--- src/rtl/mc_ctrl_if.sv ---
// mc_ctrl_if: bundle between the multi-cycle main controller and the datapath.
//   opcode, mem_ready          : datapath -> controller (IR opcode field, memory done)
//   aluop1/aluop0              : ALU op class to the ALU-control decoder
//   alusrca, alusrcb           : ALU operand selects
//   iord, memread, memwrite    : shared memory port address select and requests
//   irwrite, pcwrite,
//   pcwritecond, pcsource      : instruction register and PC update controls
//   regdst, memtoreg, regwrite : register-file write controls
//   illegal                    : one-cycle pulse on an undefined opcode
//   state                      : current FSM state code for debug
// Modport master is the controller side, slave is the datapath side.
interface mc_ctrl_if;
  logic [5:0] opcode;
  logic       mem_ready;
  logic       aluop1;
  logic       aluop0;
  logic       alusrca;
  logic [1:0] alusrcb;
  logic       iord;
  logic       memread;
  logic       memwrite;
  logic       irwrite;
  logic       pcwrite;
  logic       pcwritecond;
  logic [1:0] pcsource;
  logic       regdst;
  logic       memtoreg;
  logic       regwrite;
  logic       illegal;
  logic [3:0] state;

  modport master (
    input  opcode, mem_ready,
    output aluop1, aluop0, alusrca, alusrcb, iord, memread, memwrite,
           irwrite, pcwrite, pcwritecond, pcsource, regdst, memtoreg,
           regwrite, illegal, state
  );

  modport slave (
    output opcode, mem_ready,
    input  aluop1, aluop0, alusrca, alusrcb, iord, memread, memwrite,
           irwrite, pcwrite, pcwritecond, pcsource, regdst, memtoreg,
           regwrite, illegal, state
  );
endinterface

--- src/rtl/mc_ctrl.sv ---
// mc_ctrl: multi-cycle main controller for the MIPS-lite datapath.
// Sequences fetch/decode/execute/memory/writeback over one shared ALU and one
// shared memory port; memory accesses stall on mem_ready.
// Ports:
//   clk   : single clock, all state changes on the rising edge
//   reset : synchronous, active-high; forces FETCH and overrides any transition
//   bus   : mc_ctrl_if.master (opcode/mem_ready in, all controls + state out)
//
// state  | meaning
// -------+--------------------------------------------------------------
// FETCH  | read instruction at PC, PC+4; waits for mem_ready
// DECODE | register read, branch target into ALUOut, dispatch on opcode
// MEMADR | effective address = A + sign-ext imm
// MEMRD  | load data read at ALUOut; waits for mem_ready
// MEMWB  | write MDR to rt
// MEMWR  | store B to ALUOut; waits for mem_ready
// EXEC   | R-type ALU operation A op B
// RWB    | write ALUOut to rd
// BRANCH | compare A-B, PC <= ALUOut if zero
// JUMP   | PC <= jump target
// ADDIEX | A + sign-ext imm
// ADDIWB | write ALUOut to rt
module mc_ctrl (
  input  logic      clk,
  input  logic      reset,
  mc_ctrl_if.master bus
);

  localparam logic [5:0] OP_RTYPE = 6'b000000;
  localparam logic [5:0] OP_LW    = 6'b100011;
  localparam logic [5:0] OP_SW    = 6'b101011;
  localparam logic [5:0] OP_BEQ   = 6'b000100;
  localparam logic [5:0] OP_J     = 6'b000010;
  localparam logic [5:0] OP_ADDI  = 6'b001000;

  typedef enum logic [3:0] {
    FETCH  = 4'd0,
    DECODE = 4'd1,
    MEMADR = 4'd2,
    MEMRD  = 4'd3,
    MEMWB  = 4'd4,
    MEMWR  = 4'd5,
    EXEC   = 4'd6,
    RWB    = 4'd7,
    BRANCH = 4'd8,
    JUMP   = 4'd9,
    ADDIEX = 4'd10,
    ADDIWB = 4'd11
  } state_t;

  // Moore controls. pcwrite here is only the unconditional load from JUMP;
  // the FETCH PC load depends on mem_ready and is added combinationally.
  typedef struct packed {
    logic [1:0] aluop;
    logic       alusrca;
    logic [1:0] alusrcb;
    logic       iord;
    logic       memread;
    logic       memwrite;
    logic       pcwrite;
    logic       pcwritecond;
    logic [1:0] pcsource;
    logic       regdst;
    logic       memtoreg;
    logic       regwrite;
  } ctrl_t;

  state_t st;
  ctrl_t  ctrl;

  function automatic logic legal_op(input logic [5:0] op);
    return (op == OP_RTYPE) || (op == OP_LW) || (op == OP_SW) ||
           (op == OP_BEQ) || (op == OP_J) || (op == OP_ADDI);
  endfunction

  function automatic ctrl_t moore_out(input state_t s);
    ctrl_t c;
    c = '0;
    case (s)
      FETCH:  begin c.memread = 1'b1; c.alusrcb = 2'b01; end
      DECODE: c.alusrcb = 2'b11;
      MEMADR: begin c.alusrca = 1'b1; c.alusrcb = 2'b10; end
      MEMRD:  begin c.memread = 1'b1; c.iord = 1'b1; end
      MEMWB:  begin c.regwrite = 1'b1; c.memtoreg = 1'b1; end
      MEMWR:  begin c.memwrite = 1'b1; c.iord = 1'b1; end
      EXEC:   begin c.alusrca = 1'b1; c.aluop = 2'b10; end
      RWB:    begin c.regwrite = 1'b1; c.regdst = 1'b1; end
      BRANCH: begin
        c.alusrca     = 1'b1;
        c.aluop       = 2'b01;
        c.pcwritecond = 1'b1;
        c.pcsource    = 2'b01;
      end
      JUMP:   begin c.pcwrite = 1'b1; c.pcsource = 2'b10; end
      ADDIEX: begin c.alusrca = 1'b1; c.alusrcb = 2'b10; end
      ADDIWB: c.regwrite = 1'b1;
      default: c = '0;
    endcase
    return c;
  endfunction

  function automatic state_t next_of(input state_t s, input logic [5:0] op,
                                     input logic rdy);
    state_t n;
    n = FETCH;
    case (s)
      FETCH:  n = rdy ? DECODE : FETCH;
      DECODE: begin
        case (op)
          OP_LW, OP_SW: n = MEMADR;
          OP_RTYPE:     n = EXEC;
          OP_BEQ:       n = BRANCH;
          OP_J:         n = JUMP;
          OP_ADDI:      n = ADDIEX;
          default:      n = FETCH;
        endcase
      end
      MEMADR: n = (op == OP_SW) ? MEMWR : ((op == OP_LW) ? MEMRD : FETCH);
      MEMRD:  n = rdy ? MEMWB : MEMRD;
      MEMWR:  n = rdy ? FETCH : MEMWR;
      EXEC:   n = RWB;
      ADDIEX: n = ADDIWB;
      default: n = FETCH;
    endcase
    return n;
  endfunction

  // Controls are registered alongside the state by decoding the next state.
  always_ff @(posedge clk) begin
    if (reset) begin
      st   <= FETCH;
      ctrl <= moore_out(FETCH);
    end else begin
      st   <= next_of(st, bus.opcode, bus.mem_ready);
      ctrl <= moore_out(next_of(st, bus.opcode, bus.mem_ready));
    end
  end

  logic fetch_done;
  assign fetch_done = (st == FETCH) && bus.mem_ready;

  assign bus.aluop1      = ctrl.aluop[1];
  assign bus.aluop0      = ctrl.aluop[0];
  assign bus.alusrca     = ctrl.alusrca;
  assign bus.alusrcb     = ctrl.alusrcb;
  assign bus.iord        = ctrl.iord;
  assign bus.memread     = ctrl.memread;
  assign bus.memwrite    = ctrl.memwrite;
  assign bus.irwrite     = fetch_done;
  assign bus.pcwrite     = ctrl.pcwrite | fetch_done;
  assign bus.pcwritecond = ctrl.pcwritecond;
  assign bus.pcsource    = ctrl.pcsource;
  assign bus.regdst      = ctrl.regdst;
  assign bus.memtoreg    = ctrl.memtoreg;
  assign bus.regwrite    = ctrl.regwrite;
  assign bus.illegal     = (st == DECODE) && !legal_op(bus.opcode);
  assign bus.state       = st;

endmodule

--- src/flat_wrapper.sv ---
// flat-port wrapper written by rule: the top's interface ports become plain ports
module mc_ctrl_flat 
  (clk, reset, bus_opcode, bus_mem_ready, bus_aluop1, bus_aluop0, bus_alusrca, bus_alusrcb, bus_iord, bus_memread, bus_memwrite, bus_irwrite, bus_pcwrite, bus_pcwritecond, bus_pcsource, bus_regdst, bus_memtoreg, bus_regwrite, bus_illegal, bus_state);
  mc_ctrl_if bus_i ();
  input  logic clk;
  input  logic reset;
  input wire logic [$bits(bus_i.opcode)-1:0] bus_opcode;
  input wire logic [$bits(bus_i.mem_ready)-1:0] bus_mem_ready;
  output wire logic [$bits(bus_i.aluop1)-1:0] bus_aluop1;
  output wire logic [$bits(bus_i.aluop0)-1:0] bus_aluop0;
  output wire logic [$bits(bus_i.alusrca)-1:0] bus_alusrca;
  output wire logic [$bits(bus_i.alusrcb)-1:0] bus_alusrcb;
  output wire logic [$bits(bus_i.iord)-1:0] bus_iord;
  output wire logic [$bits(bus_i.memread)-1:0] bus_memread;
  output wire logic [$bits(bus_i.memwrite)-1:0] bus_memwrite;
  output wire logic [$bits(bus_i.irwrite)-1:0] bus_irwrite;
  output wire logic [$bits(bus_i.pcwrite)-1:0] bus_pcwrite;
  output wire logic [$bits(bus_i.pcwritecond)-1:0] bus_pcwritecond;
  output wire logic [$bits(bus_i.pcsource)-1:0] bus_pcsource;
  output wire logic [$bits(bus_i.regdst)-1:0] bus_regdst;
  output wire logic [$bits(bus_i.memtoreg)-1:0] bus_memtoreg;
  output wire logic [$bits(bus_i.regwrite)-1:0] bus_regwrite;
  output wire logic [$bits(bus_i.illegal)-1:0] bus_illegal;
  output wire logic [$bits(bus_i.state)-1:0] bus_state;
  assign bus_i.opcode = bus_opcode;
  assign bus_i.mem_ready = bus_mem_ready;
  assign bus_aluop1 = bus_i.aluop1;
  assign bus_aluop0 = bus_i.aluop0;
  assign bus_alusrca = bus_i.alusrca;
  assign bus_alusrcb = bus_i.alusrcb;
  assign bus_iord = bus_i.iord;
  assign bus_memread = bus_i.memread;
  assign bus_memwrite = bus_i.memwrite;
  assign bus_irwrite = bus_i.irwrite;
  assign bus_pcwrite = bus_i.pcwrite;
  assign bus_pcwritecond = bus_i.pcwritecond;
  assign bus_pcsource = bus_i.pcsource;
  assign bus_regdst = bus_i.regdst;
  assign bus_memtoreg = bus_i.memtoreg;
  assign bus_regwrite = bus_i.regwrite;
  assign bus_illegal = bus_i.illegal;
  assign bus_state = bus_i.state;
  mc_ctrl u_core (.clk(clk), .reset(reset), .bus(bus_i));
endmodule
--- config.mk ---
export PLATFORM = sky130hd
export DESIGN_NAME = mc_ctrl_flat
export DESIGN_NICKNAME = d
export VERILOG_FILES = /design/src/rtl/mc_ctrl_if.sv /design/src/rtl/mc_ctrl.sv /design/src/flat_wrapper.sv
export SDC_FILE = /design/constraint.sdc
export NUM_CORES = 1
export LEC_CHECK = 0
export BUFFER_PORTS_ARGS = -buffer_cell sky130_fd_sc_hd__buf_2
export CORE_MARGIN = 1
export CORE_UTILIZATION = 40
export DETAILED_ROUTE_END_ITERATION = 10
export PLACE_DENSITY = 0.67
export SETUP_SLACK_MARGIN = 0.5
export SKIP_LAST_GASP = 1
export SLEW_MARGIN = 20
export SYNTH_ARGS = -nofsm -noshare
export SYNTH_HDL_FRONTEND = slang
export SYNTH_SLANG_ARGS = --single-unit
--- constraint.sdc ---
create_clock -name clk -period 5.2 [get_ports clk]
set_input_delay 0.78 -clock clk [delete_from_list [all_inputs] [get_ports clk]]
set_output_delay 0.78 -clock clk [all_outputs]
set_load 0.01 [all_outputs]
==> results of run 1 <==
[registers in the layout (all words and copies together), names as in the netlist]
| signal | flops |
|---|---|
| u_core.ctrl | 1 |
| u_core.bus.state | 4 |
| u_core.bus.regdst | 1 |
| u_core.bus.memwrite | 1 |
| u_core.bus.aluop0 | 1 |
| u_core.bus.alusrca | 1 |
| u_core.bus.regwrite | 1 |
| u_core.bus.alusrcb | 2 |
| u_core.bus.aluop1 | 1 |
| u_core.bus.memtoreg | 1 |
| u_core.bus.iord | 1 |
| u_core.bus.memread | 1 |
[worst max path at each step]
stage                            endpoint  slack [ns]          start  cells after the start
finish                        bus_illegal        2.75  bus_opcode[0]                      5
global route                  bus_illegal        2.71  bus_opcode[0]                      5
CTS                           bus_illegal        2.75  bus_opcode[0]                      5
detailed placement            bus_illegal        2.75  bus_opcode[0]                      5
global placement    u_core.bus.alusrcb[1]        2.78  bus_opcode[2]                      6
floorplan                     bus_illegal        2.99  bus_opcode[1]                      4
[power by group through the flow]
stage | registers, uW | logic [uW] | clock network (uW)
5_1_grt | 128 | 39.1 | 86.2
2_1_floorplan | 131 | 22.1 | 0
3_3_place_gp | 130 | 34.9 | 0
3_5_place_dp | 130 | 35.5 | 0
6_report | 127 | 35.7 | 77.3
4_1_cts | 127 | 35.8 | 81.0
[routing by layer]
layer	share of wire	track usage	up-vias
li1	-	-	375
met1	0.47	0.206	325
met2	0.49	0.277	21
met3	0.044	0.0340	0
met4	0	0.0500	0
met5	0	0	-
[final cells by class]
class                           instances  area share
Inverter                                5      0.0186
Clock buffer                            4      0.0359
Multi-Input combinational cell         61       0.451
Tap cell                               27      0.0335
Timing Repair Buffer                   29       0.144
Sequential cell                        16       0.317
[Yosys cell counts (all sizes together)]
master | number | area [um2]
nand2 | 3 | 11.3
or2b | 1 | 7.51
a211oi | 2 | 25.0
nor3 | 4 | 20.0
a221oi | 1 | 15.0
a32oi | 1 | 8.76
maj3 | 1 | 10.0
nor3b | 2 | 20.0
o21a | 1 | 7.51
nand2b | 1 | 6.26
or3 | 2 | 12.5
nand3b | 1 | 7.51
or4bb | 1 | 11.3
nand3 | 2 | 10.0
o2111a | 1 | 11.3
dfxtp | 16 | 320
a21oi | 5 | 25.0
o32ai | 2 | 17.5
or2 | 4 | 27.5
clkbuf | 1 | 3.75
and3 | 1 | 6.26
nand4b | 1 | 8.76
nor4 | 2 | 33.8
nor2 | 8 | 30.0
a31oi | 2 | 12.5
or4b | 1 | 13.8
o21ai | 3 | 15.0
a21o | 1 | 7.51
inv | 5 | 18.8
xnor2 | 3 | 26.3
buf | 5 | 36.3
a2111oi | 2 | 30.0
and2 | 2 | 17.5
[logic make-up after synthesis]
logic type	synth area share
and+or+nand+nor	0.292
DFF	0.384
adders and majority gates	0.0120
xor gates and xnor gates	0.0315
buffers and inverters	0.0705
AOI/OAI and AO/OA	0.210
[placed cells by master, fill, tap and decap left out, types with 2 or more instances in the layout]
cell type  count
a211oi_2       2
o21ai_0        3
a31oi_1        2
clkbuf_4       3
a2111oi_2      2
o32ai_1        2
or3_1          2
xnor2_1        3
nand2_1        3
dfxtp_1       16
and2_4         2
nor3_1         4
nor2_1         8
a21oi_1        5
inv_1          5
buf_2         29
or2_2          3
nand3_1        2
[metrics by stage]
| step | power (uW) | util | instance area (um2) | hold slack (ns) | instances |
|---|---|---|---|---|---|
| final | 240 | 0.515 | 1010 | 0.733 | 142 |
| after global routing | 253 | 0.515 | 1010 | 0.813 | 142 |
| after CTS | 244 | 0.515 | 1010 | 0.739 | 142 |
| after detailed placement | 166 | 0.496 | 973 | 0.721 | 138 |
| after global placement | 165 | 0.496 | 973 | 0.720 | 138 |
| after floorplan | 153 | - | 835 | 0.690 | 88 |
[critical path: cells and delay by family]
| family | cells | cell delay (ns) |
|---|---|---|
| AND/OR/NAND/NOR | 3 | 0.64 |
| buffers and inverters | 2 | 0.24 |
==> results.md, run 1 <==
* Seq/Total Area, Yosys at 0.384
* Worst path max stage delay at 0.45 ns
* Clock-pin slew on the worst setup and hold paths at 0.08 ns
* Worst Path Arrival at 1.67 ns
* Area of the multi-input gates at 455 um2
* Pwr/cell area at 238 nW/um2
* IO buf count at 29
* Post-cts resize count at 0
* Final HPWL DP at 1.30 mm
* Vias in the first global route at 626
* DRC viols at 0
* Final hold vios at 0
* Net switching power at 57.4 uW
* RSZ-0062 raised after global routing: no
* Post-layout net count at 125
* Internal power at 183 uW
* CTS Buffer Depth at 2
* CP startpoint kind: primary input
* Drt pass-1 iters at 2
* Core area at 1960 um2
* R2R cell count at 5
* Final Cycle Share at 0.470
* Leak pwr at 0.000434 uW
* Req. time, crit path at 4.42 ns
* Initial Util at 0.425
* Crit-path slowest cell: or3_1
* Gpl congestion at 0.720
* Sequential share of power at 0.530
* Congestion Overflow GR at 0
* Peak VDD IR at 184 uV
* Die X at 47.7 um
* Fillers at 207
* TritonCTS Buffers at 3
* CP Capture Type: output port
* Register area at 320 um2
* Worst slew pin tran at 0.539 ns
* Fin Setup TNS at 0 ns
* Count of final setup violators at 0
* Hold Crit Start: u_core.bus.state[3]
* Initial antenna violation count at 0
* HP Class: reg2reg
* Number of library cell types mapped by synthesis at 38
* Avg WL per Cell at 11.6 um
* Minimum clock period at 2.45 ns
* P&R area growth vs syn at 21.0%
* CP most frequent cell: buf_2
* Clk pwr share at 0.322
* Combinational share of power at 0.148
* Detailed Route WL at 1.65 mm
* Total number of vias at 721
* GRT Total Usage at 0.163
* CTS tree: built
* Max-slew violations at 0
* Share of post-route cells with drive strength above 1 at 0.417
* Post-CTS setup buffers at 0
* Synth warn at 0
* CTS Root Buffer Type: clkbuf_4
* Max Clock Freq at 409 MHz
* Slew margin rel. at 0.641
* Mapped Cells at 88
* First-pass GRT wire length at 2.62 mm
* Status: complete, no violations
* Register bit total from synthesis at 16
* Die ar. at 2270 um2
* Ant. Diodes at 0
* R2r startpoint: u_core.bus.state[1]
* Setup slack after layout at 2.75 ns
* Hold depth at 2
* Synth Cell Area at 835 um2
* Sw Share at 0.239
* Final Skew at 0.000427 ns
* Crit Reg-Reg Endpoint: u_core.bus.alusrcb[1]
* Synthesized area per cell at 9.48 um2
* Clk Latency, worst-skew pair at 0.27 ns
* Hold Path Sink: u_core.bus.regwrite
* # IOs at 30
* CP cell instances: buf_2, or3_1, nor2_1, nor3_1, buf_2
* FP Rows at 16
* Placement Setup Slack at 2.75 ns
* Clock H-tree levels at 1
* Vias/cell at 5.08
* Synth Net Count at 97
* Worst Path Max Fanout at 3
* Reg2reg setup slack at 3.17 ns
* Final ANT Viol Nets at 0
* Largest net degree at the start of global routing at 13
* Max-cap viol count at 0
* Die H at 47.7 um
* DRT iter0 DRCs at 6
* Critical path class: in2out
* Clock tree sinks at 16
* Post-CTS Hold Fix Bufs at 0
Power figures use the tool's default switching activity.
==> inputs of run 2 (changes only) <==
- PLACE_DENSITY: 0.67 -> 0.69
- clock period: 5.2 -> 2.1 ns (I/O delays scaled with it)
==> run 2 against run 1 <==
Worst setup slack got worse by 2.7 ns. Clock-buffer cell count is 1 lower. Global-route usage up 1.9 points. Clock skew grew 0.0014 ns. Power up 140%. Non-clock buffer count is 19 higher. Critical path depth increased by 1. Combinational power increased to 3.6 times the previous value. Clock power is 91% higher. Die area did not move.
==> results.md, run 2 (synthesis gave the netlist of run 1 again) <==
* Die H at 47.7 um
* Clock tree sinks at 16
* DRT iter0 DRCs at 28
* Gpl congestion at 0.791
* CTS Buffer Depth at 2
* # IOs at 30
* Setup slack after layout at 0.0582 ns
* Placement Setup Slack at 0.157 ns
* Hold Crit Start: reset
* IO buf count at 29
* CP Capture Type: register
* Die X at 47.7 um
* Critical path class: reg2reg
* Congestion Overflow GR at 0
* Layout Cells excl Fill at 160
* Post-route cell area at 1310 um2
* Fillers at 162
* Max-slew violations at 0
* Final Total Pwr at 584 uW
* Crit Reg-Reg Endpoint: u_core.bus.alusrcb[1]
* Req. time, crit path at 2.27 ns
* Peak VDD IR at 390 uV
* Most frequent cells in the layout: buf_2 (28), buf_4 (16), dfxtp_1 (13), nor2_1 (7), inv_1 (5)
* Minimum clock period at 2.04 ns
* DRC viols at 0
* Vias in the first global route at 659
* Placed Instances at 139
* Final HPWL DP at 1.30 mm
* FP Rows at 16
* Core area at 1960 um2
* Slew margin rel. at 0.665
* Max reg flops at 4
* Initial Util at 0.425
* Max Clock Freq at 490 MHz
* Leak pwr at 0.000548 uW
* CTS Root Buffer Type: clkbuf_4
* R2R cell count at 6
* Hold Path Sink: u_core.bus.state[3]
* CTS tree: built
* Clk Latency, worst-skew pair at 0.27 ns
* CP Buf/Inv Count at 1
* Vias/cell at 5.51
* RSZ-0062 raised after global routing: yes
* Ant. Diodes at 0
* Status: complete, no violations
* TritonCTS Buffers at 3
* Fin util at 0.666
* Reg2reg setup slack at 0.06 ns
* Clock H-tree levels at 1
* Top delay family on crit path: compound AO/OA/AOI/OAI gates
* Drt pass-1 iters at 4
* Clock-pin slew on the worst setup and hold paths at 0.08 ns
* Final hold vios at 0
* Total number of vias at 882
* Final Skew at 0.00180 ns
* GRT Total Usage at 0.182
* Detailed Route WL at 2.37 mm
* Die ar. at 2270 um2
* Hold depth at 2
* Final ANT Viol Nets at 0
* Share of post-route cells with drive strength above 1 at 0.617
* Post-CTS Hold Fix Bufs at 0
* First-pass GRT wire length at 2.87 mm
* Max-cap viol count at 0
* CP startpoint kind: register
* Count of final setup violators at 0
* Stages on worst setup path at 6
* Worst path max stage delay at 0.50 ns
* Post-layout net count at 144
* HP Class: in2reg
* Pwr/cell area at 447 nW/um2
* Worst slew pin tran at 0.502 ns
* Placed cell area at 1010 um2
* Commonest non-fill, non-tap cell in the layout: buf_2
* Avg WL per Cell at 14.8 um
* R2r startpoint: u_core.bus.state[3]
* CP cell instances: or2_2, o32ai_1, a211oi_2, buf_4, and2_4, o2111a_1
* Worst Path Max Fanout at 5
* Worst Path Arrival at 2.22 ns
* P&R area growth vs syn at 56.5%
* Initial antenna violation count at 0
* Largest net degree at the start of global routing at 13
* Crit-path slowest cell: o32ai_1
* Final Cycle Share at 0.972
-- run 2: what timing repair did --
action,CTS,global route
setup buffers,12,6
setup endpoints to repair,18,19
endpoints found under the hold margin,0,0
resized for setup,14,13
pin swaps,3,11
-- run 2: layout make-up --
cell class	count	area, um2	area share
inverters	5	18.8	0.0144
multi-input cells	61	594	0.455
flip-flops and latches	16	332	0.254
well taps	27	33.8	0.0259
repair buffers	48	305	0.234
clock buffers	3	22.5	0.0172
-- run 2: where the power goes --
group | leakage, uW | switching, uW | internal (uW)
registers | 0.000132 | 2.13 | 306
logic | 0.000402 | 74.2 | 53.7
clock network | 0.0000138 | 81.5 | 66.5
-- run 2: worst max-delay path by stage --
stage / start / end
after detailed placement: u_core.bus.state[2] / u_core.bus.iord
after global routing: u_core.bus.state[3] / u_core.bus.alusrcb[1]
after CTS: u_core.bus.state[1] / u_core.bus.alusrcb[1]
after global placement: u_core.bus.state[2] / u_core.bus.iord
after floorplan: u_core.bus.state[1] / u_core.bus.iord
final: u_core.bus.state[3] / u_core.bus.alusrcb[1]
-- run 2: layer usage --
layer / wire [um] / track usage / up-vias / part of all wire
li1: - / - / 407 / -
met1: 943 / 0.238 / 421 / 0.40
met2: 1160 / 0.296 / 48 / 0.49
met3: 209 / 0.0491 / 6 / 0.088
met4: 57 / 0.0500 / 0 / 0.024
met5: 0 / 0 / - / 0
-- run 2: stage by stage --
step | setup TNS [ns] | hold slack (ns)
after global routing | -0.00348 | 0.405
final | 0 | 0.398
after CTS | 0 | 0.361
after floorplan | 0 | 0.395
after global placement | 0 | 0.641
after detailed placement | 0 | 0.634
==> inputs of run 3 (changes only) <==
==> constraint.sdc (replaced) <==
create_clock -name clk -period 2.1 [get_ports clk]
set_input_delay 0 -clock clk [delete_from_list [all_inputs] [get_ports clk]]
set_output_delay 0 -clock clk [all_outputs]
set_load 0.01 [all_outputs]
==> run 3 against run 2 <==
Maximum frequency up 11%. Flip-flop and latch count unchanged. Global-route usage down 0.53 points. Sequential share of layout area up 1.8 points. Sequential power up 2%. Combinational power down 12%. Worst setup slack better by 0.20 ns. Non-clock buffer count down 6. Clock skew up 0.0064 ns. Die area unchanged. First-iteration DRC count down 71%. Critical endpoint is now u_core.bus.memwrite.
==> results.md, run 3 (synthesis gave the netlist of run 1 again) <==
* Initial antenna violation count at 0
* CTS Root Buffer Type: clkbuf_4
* Final ANT Viol Nets at 0
* Max reg flops at 4
* FP Rows at 16
* CTS Buffer Depth at 2
* GRT Total Usage at 0.177
* Drt pass-1 iters at 4
* Core area at 1960 um2
* Req. time, crit path at 2.31 ns
* Most frequent cells in the layout: buf_2 (29), dfxtp_1 (12), buf_4 (11), nor2_1 (7), inv_1 (4)
* Worst Path Arrival at 2.04 ns
* IO buf count at 29
* Final HPWL DP at 1.29 mm
* Clk Latency, worst-skew pair at 0.28 ns
* # IOs at 30
* Gpl congestion at 0.826
* Clock tree sinks at 16
* Net switching power at 156 uW
* Final Skew at 0.00821 ns
* Pwr/cell area at 477 nW/um2
* Clock H-tree levels at 1
* HP Class: in2reg
* Critical path class: reg2reg
* Avg WL per Cell at 12.7 um
* DRC viols at 0
* Fin Setup TNS at 0 ns
* Share of post-route cells with drive strength above 1 at 0.583
* Sequential share of power at 0.540
* CP startpoint kind: register
* Reg2reg setup slack at 0.26 ns
* TritonCTS Buffers at 3
* Max-cap viol count at 0
* Max-slew violations at 0
* First-pass GRT wire length at 2.79 mm
* Total number of vias at 804
* DRT iter0 DRCs at 8
* Die ar. at 2270 um2
* Worst slew pin tran at 0.391 ns
* Combinational share of power at 0.195
* Largest net degree at the start of global routing at 13
* Final Total Pwr at 579 uW
* Congestion Overflow GR at 0
* Initial Util at 0.425
* Fin util at 0.619
* Commonest non-fill, non-tap cell in the layout: buf_2
* Worst Path Max Fanout at 5
* Final Cycle Share at 0.875
* Sw Share at 0.270
* Status: complete, no violations
* Slew margin rel. at 0.739
* Vias/cell at 5.22
* P&R area growth vs syn at 45.4%
* Die H at 47.7 um
* Die X at 47.7 um
* Post-CTS Hold Fix Bufs at 0
* Post-layout net count at 138
* Vias in the first global route at 630
* CTS tree: built
* Clk pwr share at 0.265
* CP Capture Type: register
* Peak VDD IR at 433 uV
* Final hold vios at 0
* Minimum clock period at 1.84 ns
* Internal power at 423 uW
* Max Clock Freq at 544 MHz
* RSZ-0062 raised after global routing: yes
* Count of final setup violators at 0
* Clock-pin slew on the worst setup and hold paths at 0.08 ns
* Leak pwr at 0.000520 uW
* Detailed Route WL at 1.96 mm
* Ant. Diodes at 0
-- run 3: cell types whose count changed in the layout (fill, tap and decap cells not counted), sizes merged --
cell	delta
buf	-6
-- run 3: power groups by stage --
| stage | Sequential (uW) | Combinational [uW] | Clock (uW) |
|---|---|---|---|
| 2_1_floorplan | 325 | 57.5 | 0 |
| 3_3_place_gp | 322 | 90.4 | 0 |
| 3_5_place_dp | 322 | 90.9 | 0 |
| 4_1_cts | 314 | 101 | 154 |
| 5_1_grt | 314 | 122 | 167 |
| 6_report | 313 | 113 | 153 |
-- run 3: path summary, 6_finish.rpt --
path / startpoint / end / cells past startpoint
worst max-delay path: u_core.bus.state[1] / u_core.bus.memwrite / 5
worst min-delay path: reset / u_core.bus.state[3] / 2
worst max register to register: u_core.bus.state[1] / u_core.bus.memwrite / 5
worst min register to register: u_core.bus.state[3] / u_core.bus.regwrite / 2
-- run 3: what timing repair did --
item	CTS	global route
resized for setup	13	8
buffers inserted	9	3
endpoints found under the setup margin	14	16
pin swaps	8	0
cloned	0	0
-- run 3: critical path, cell delays in order (launching register included) --
cell,delay (ns)
dfxtp_4,0.36
or4b_4,0.60
nor4_4,0.18
a221oi_2,0.14
or2_4,0.31
nor3b_2,0.18
-- run 3: cell type report --
cell class                      instances  area [um2]
Clock buffer                            3        22.5
Fill cell                             190         748
Inverter                                5        18.8
Multi-Input combinational cell         61         558
Sequential cell                        16         330
Tap cell                               27        33.8
Timing Repair Buffer                   42         250
-- run 3: routing by layer --
metal,part of all wire,up-vias,global-route usage
li1,-,396,-
met1,0.46,382,0.239
met2,0.48,24,0.288
met3,0.052,2,0.0453
met4,0.0046,0,0.0333
met5,0,-,0
-- run 3: per-stage QoR --
| step | hold WS (ns) | instances | setup WS (ns) | area, um2 |
|---|---|---|---|---|
| floorplan | 0.0802 | 88 | 0.227 | 856 |
| global placement | 0.321 | 139 | 0.236 | 1000 |
| detailed placement | 0.330 | 139 | 0.169 | 1000 |
| CTS | 0.0648 | 151 | 0.250 | 1150 |
| global route | 0.0998 | 154 | 0.175 | 1210 |
| finish | 0.0897 | 154 | 0.262 | 1210 |
